`src/rtl/fifo_arb_pkg.sv`:
```
// Shared types and the rotate-priority selection function for fifo_wr_arbiter.
// Optional statistics are enabled with FIFO_WR_ARBITER_STATS_EN.
package fifo_arb_pkg;

  typedef enum logic {IDLE = 1'b0, BURST = 1'b1} arb_state_e;

  localparam int STALL_CNT_W = 16;
  localparam int RR_MAX      = 8;

  // Returns {found, index}. The scan runs from the highest offset down, so the
  // last hit written is the one closest to ptr.
  function automatic logic [3:0] rr_select(input logic [RR_MAX-1:0] req,
                                           input logic [2:0]        ptr,
                                           input int                n);
    logic [3:0] res;
    int         idx;
    res = '0;
    for (int k = RR_MAX - 1; k >= 0; k--) begin
      if (k < n) begin
        idx = (int'(ptr) + k) % n;
        if (req[idx[2:0]]) res = {1'b1, idx[2:0]};
      end
    end
    return res;
  endfunction

endpackage

```
`src/rtl/fifo_wr_arbiter_rr_picker.sv`:
```
// Combinational rotate-priority encoder: the first set request at or after ptr.
module rr_picker
  import fifo_arb_pkg::*;
#(
  parameter int NUM_REQ = 4
) (
  input  logic [NUM_REQ-1:0]         req,
  input  logic [$clog2(NUM_REQ)-1:0] ptr,
  output logic                       found,
  output logic [$clog2(NUM_REQ)-1:0] idx
);

  localparam int ID_W = $clog2(NUM_REQ);

  logic [RR_MAX-1:0] req_pad;
  logic [2:0]        ptr_pad;
  logic [3:0]        sel;
  logic              unused_sel;

  always_comb begin
    req_pad                = '0;
    req_pad[NUM_REQ-1:0]   = req;
    ptr_pad                = '0;
    ptr_pad[ID_W-1:0]      = ptr;
    sel                    = rr_select(req_pad, ptr_pad, NUM_REQ);
  end

  assign found      = sel[3];
  assign idx        = sel[ID_W-1:0];
  assign unused_sel = ^sel;

endmodule

```
`src/rtl/fifo_wr_arbiter.sv`:
```
// Round-robin burst write arbiter sharing one fifo_sync write port.
// Define FIFO_WR_ARBITER_STATS_EN to add the stall_cnt / stats_clr statistics.
//
// state | meaning
// IDLE  | no owner; picks from rr_ptr when any req is set
// BURST | owner holds the write port for up to BURST_LEN accepted beats
module fifo_wr_arbiter
  import fifo_arb_pkg::*;
#(
  parameter int NUM_REQ    = 4,
  parameter int DATA_WIDTH = 8,
  parameter int BURST_LEN  = 4
) (
  input  logic                          clk,
  input  logic                          rst,
  input  logic [NUM_REQ-1:0]            req,
  input  logic [NUM_REQ*DATA_WIDTH-1:0] data,
  output logic [NUM_REQ-1:0]            ack,
  input  logic                          fifo_full,
  output logic                          fifo_wr_en,
  output logic [DATA_WIDTH-1:0]         fifo_din,
  output logic                          gnt_valid,
  output logic [$clog2(NUM_REQ)-1:0]    gnt_id
`ifdef FIFO_WR_ARBITER_STATS_EN
  ,
  input  logic                          stats_clr,
  output logic [STALL_CNT_W-1:0]        stall_cnt
`endif
);

  localparam int ID_W = $clog2(NUM_REQ);
  localparam int BC_W = $clog2(BURST_LEN) + 1;

  localparam logic [0:0] S_IDLE  = 1'(IDLE);
  localparam logic [0:0] S_BURST = 1'(BURST);

  logic [0:0]         state;
  logic [ID_W-1:0]    owner;
  logic [ID_W-1:0]    rr_ptr;
  logic [BC_W-1:0]    beat_cnt;

  logic               in_burst;
  logic               owner_req;
  logic               accept;
  logic               last_beat;
  logic               release_now;
  logic [ID_W-1:0]    next_ptr;
  logic [NUM_REQ-1:0] owner_oh;
  logic [NUM_REQ-1:0] rel_req;
  logic               idle_found;
  logic [ID_W-1:0]    idle_idx;
  logic               rel_found;
  logic [ID_W-1:0]    rel_idx;

  assign in_burst    = (state == S_BURST);
  assign owner_req   = req[owner];
  // rst gates the write so nothing lands in the FIFO during a reset cycle
  assign accept      = in_burst & owner_req & ~fifo_full & rst;
  assign last_beat   = (beat_cnt == BC_W'(BURST_LEN - 1));
  assign release_now = in_burst & (~owner_req | (accept & last_beat));
  assign next_ptr    = (owner == ID_W'(NUM_REQ - 1)) ? '0 : owner + 1'b1;

  always_comb begin
    owner_oh        = '0;
    owner_oh[owner] = 1'b1;
  end

  // The owner never regrants itself directly; a lone requester goes via IDLE.
  assign rel_req = req & ~owner_oh;

  rr_picker #(.NUM_REQ(NUM_REQ)) u_idle_pick (
    .req   (req),
    .ptr   (rr_ptr),
    .found (idle_found),
    .idx   (idle_idx)
  );

  rr_picker #(.NUM_REQ(NUM_REQ)) u_rel_pick (
    .req   (rel_req),
    .ptr   (next_ptr),
    .found (rel_found),
    .idx   (rel_idx)
  );

  assign fifo_wr_en = accept;
  assign ack        = accept ? owner_oh : '0;
  assign fifo_din   = in_burst ? data[int'(owner)*DATA_WIDTH +: DATA_WIDTH] : '0;
  assign gnt_valid  = in_burst;
  assign gnt_id     = in_burst ? owner : '0;

  always_ff @(posedge clk) begin
    if (!rst) begin
      state    <= S_IDLE;
      owner    <= '0;
      rr_ptr   <= '0;
      beat_cnt <= '0;
    end else begin
      case (state)
        S_IDLE: begin
          if (idle_found) begin
            state    <= S_BURST;
            owner    <= idle_idx;
            beat_cnt <= '0;
          end
        end
        default: begin
          if (release_now) begin
            rr_ptr   <= next_ptr;
            beat_cnt <= '0;
            if (rel_found) begin
              owner <= rel_idx;
            end else begin
              state <= S_IDLE;
            end
          end else if (accept) begin
            beat_cnt <= beat_cnt + 1'b1;
          end
        end
      endcase
    end
  end

`ifdef FIFO_WR_ARBITER_STATS_EN
  logic stall;
  assign stall = in_burst & owner_req & fifo_full;

  always_ff @(posedge clk) begin
    if (!rst) begin
      stall_cnt <= '0;
    end else if (stats_clr) begin
      stall_cnt <= '0;
    end else if (stall && (stall_cnt != '1)) begin
      stall_cnt <= stall_cnt + 1'b1;
    end
  end
`endif

endmodule

```
`config.mk`:
```
export PLATFORM = sky130hd
export DESIGN_NAME = fifo_wr_arbiter
export DESIGN_NICKNAME = d
export VERILOG_FILES = /design/src/rtl/fifo_arb_pkg.sv /design/src/rtl/fifo_wr_arbiter_rr_picker.sv /design/src/rtl/fifo_wr_arbiter.sv
export SDC_FILE = /design/constraint.sdc
export NUM_CORES = 1
export LEC_CHECK = 0
export CORE_AREA = 2 2 56 58
export CTS_BUF_LIST = sky130_fd_sc_hd__clkbuf_4
export DETAILED_ROUTE_END_ITERATION = 16
export DIE_AREA = 0 0 58 60
export PLACE_DENSITY_LB_ADDON = 0.08
export SLEW_MARGIN = 20
export SYNTH_ARGS = -nofsm -noshare
export SYNTH_HDL_FRONTEND = slang
export SYNTH_SLANG_ARGS = --single-unit
export TNS_END_PERCENT = 1
```
`constraint.sdc`:
```
create_clock -name clk -period 2.2 [get_ports clk]
set_input_delay 0.44 -clock clk [delete_from_list [all_inputs] [get_ports clk]]
set_output_delay 0.44 -clock clk [all_outputs]
set_load 0.05 [all_outputs]
```
==> results.tsv <==
metric	value	unit
status	complete, no violations	
worst_slew_margin_rel	66.9	%
clockBufferDepth	2	
finalMaxSlewViolations	0	
grt_usage	22.5	%
wl	3570	um
path_buf_inv	2	
tightest_slew	0.494	ns
cts_buffers	3	
drc_errors	0	
leakage	0.810	nW
synth_seq_cells	8	
dp_cells	225	
routedWlPerCell	15.7	um
crit_chain	clkdlybuf4s50_1, mux4_1, and2_1, buf_4	
critical_path_depth	4	
skew	0.00361	ns
synthSimpleGateAreaFrac	25.1	%
via_count	1273	
synth_top_area_share	18.4	%
final_cells	228	
rr_worst_depth	7	
die_area	3480	um^2
hp-class	reg -> reg	
grt_pass1_wl	5930	um
drv_cap	0	
core_region_area	2900	um^2
grt_pass1_vias	1193	
cts.htree.levels	1	
yosysTopAreaCell	mux4_1	
yosys.area_share.xor_xnor	0	%
synth.avg_cell_area	9.07	um^2
critical_path_class	in -> out	
finalHoldViolCount	0	
rsz0062_at_grt	false	
power_density	624	nW/um^2
synth_ff_type	dfxtp_1	
clock_sinks	8	
ctsRootBufferMaster	clkbuf_4	
synthArstFlopShare	0	%
synth_common_cells	and2_1 (12), a21oi_1 (9), inv_1 (9), nor2_1 (9)	
synth_most_common_cell	and2_1	
dr.pass1.iters	4	
antennaDiodeCount	0	
drt_iter0_drc	52	
crit_family	buffers and inverters	
synth_mux_area_share	24.0	%
worst_setup_path_end_kind	primary output	
power	1.20	mW
drtAntennaViolNets	0	
cp_data_required_time	1.76	ns
syn-instance-count	126	
slowest_stage	mux4_1	
crit_path_max_fanout	1	
synth_area_leaders	mux4_1 (18%), dfxtp_1 (14%), and2_1 (6.6%)	
finish.utilization	66.4	%
fin_crit	2.14	ns
ir_drop	0.000565	V
path_clk_slew	0.05	ns
fin_nets	242	
cp-start-kind	input port	
synthAdderAreaFrac	6.57	%
io_buffers	54	
max_stage_delay	0.50	ns
die_w	58	um
fp.dieH	60	um
netlist_area	1140	um^2
syn_nets	171	
totalNegativeSetupSlack	0	ns
cp.arrival	1.70	ns
yosysWarningCount	0	
synth_edf_count	0	
synth.distinct_cells	45	
holdPathStages	2	
cts_hold_buf	0	
grt_overflow	0	
start_util	39.4	%
setup_violations	0	
dp_hpwl	2930	um
antenna_found_initial	0	
gp_congestion	0.911	
io_pins	55	
synth_compound_area_share	23.7	%
fmax	468	MHz
insertion_delay	0.26	ns
cts_tree	yes	
fin_crit_sh	97.1	%
layout-drive-gt1-share	27.2	%
area_growth	68.7	%
synth_top_family_by_area	simple AND/OR/NAND/NOR gates	
grt_max_degree	12	
num_rows	20	
viasPerCell	5.58	
yosysSeqAreaShare	14.0	%
==> metal layers <==
| metal | up-vias | GRT usage (%) | part of all wire, % |
|---|---|---|---|
| met3 | 6 | 2.81 | 5.2 |
| met1 | 598 | 29.6 | 45 |
| li1 | 630 | - | - |
| met4 | 0 | 8.97 | 1.8 |
| met2 | 39 | 37.3 | 48 |
| met5 | - | 0 | 0 |
==> what timing repair did <==
item | in CTS | in global routing
endpoints found under the setup margin | 5 | 7
buffers inserted | 0 | 0
pin swaps | 0 | 0
gates cloned | 0 | 0
resized for setup | 4 | 3
==> cells by family after synthesis <==
kind of cell               after synthesis
and+or+nand+nor                         49
AOI/OAI and AO/OA                       33
buffers and inverters                   16
muxes                                   14
DFF                                      8
adders and majority gates                6
==> placed cells by master (no fill, tap or decap), drive strengths merged, types with 4 or more instances in the layout <==
master,count
buf,34
inv,9
dlygate4sd2,4
nand2b,7
and2,12
nand2,5
nor2,9
a21oi,10
clkdlybuf4s50,35
ha,6
o221ai,4
dfxtp,8
mux2i,6
mux4,8
==> power breakdown <==
part           internal (mW)  switching (mW)  total, mW  leakage (nW)
combinational          0.437           0.444      0.882         0.730
clock                 0.0628          0.0553      0.118        0.0138
sequential             0.170          0.0322      0.202        0.0663
total                  0.670           0.532       1.20         0.810
==> final cells by class <==
| cell class | instances | area (um^2) |
|---|---|---|
| inverters | 9 | 33.8 |
| repair buffers | 73 | 741 |
| flip-flops and latches | 8 | 164 |
| well taps | 33 | 41.3 |
| multi-input cells | 102 | 925 |
| fillers | 257 | 976 |
| clock buffers | 3 | 22.5 |
==> worst paths after layout <==
check / start / end / slack, ns
min reg2reg: beat_cnt[2] / beat_cnt[2] / 0.46
min: beat_cnt[2] / beat_cnt[2] / 0.46
max reg2reg: owner[0] / owner[1] / 0.14
max: data[12] / fifo_din[4] / 0.06
==> metrics by stage <==
| step | cell area, um^2 | hold slack (ns) | setup slack, ns |
|---|---|---|---|
| floorplan | 1160 | 0.432 | 0.0979 |
| global placement | 1900 | 0.444 | -0.0970 |
| detailed placement | 1900 | 0.459 | -0.145 |
| CTS | 1920 | 0.467 | 0.0310 |
| global route | 1930 | 0.503 | 0.0339 |
| finish | 1930 | 0.463 | 0.0641 |
==> registers in the layout, indices dropped and copies added (netlist names) <==
| signal | cells |
|---|---|
| owner | 2 |
| rr_ptr | 2 |
| beat_cnt | 3 |
| gnt_valid | 1 |
==> worst register-to-register path, cell delays in order, from the launching register on <==
cell      delay, ns
dfxtp_2        0.36
inv_1          0.10
ha_1           0.25
nand2b_2       0.22
a2111o_1       0.43
a21oi_1        0.13
o221ai_1       0.19
a311oi_2       0.30
(Power assumes the default switching activity.)
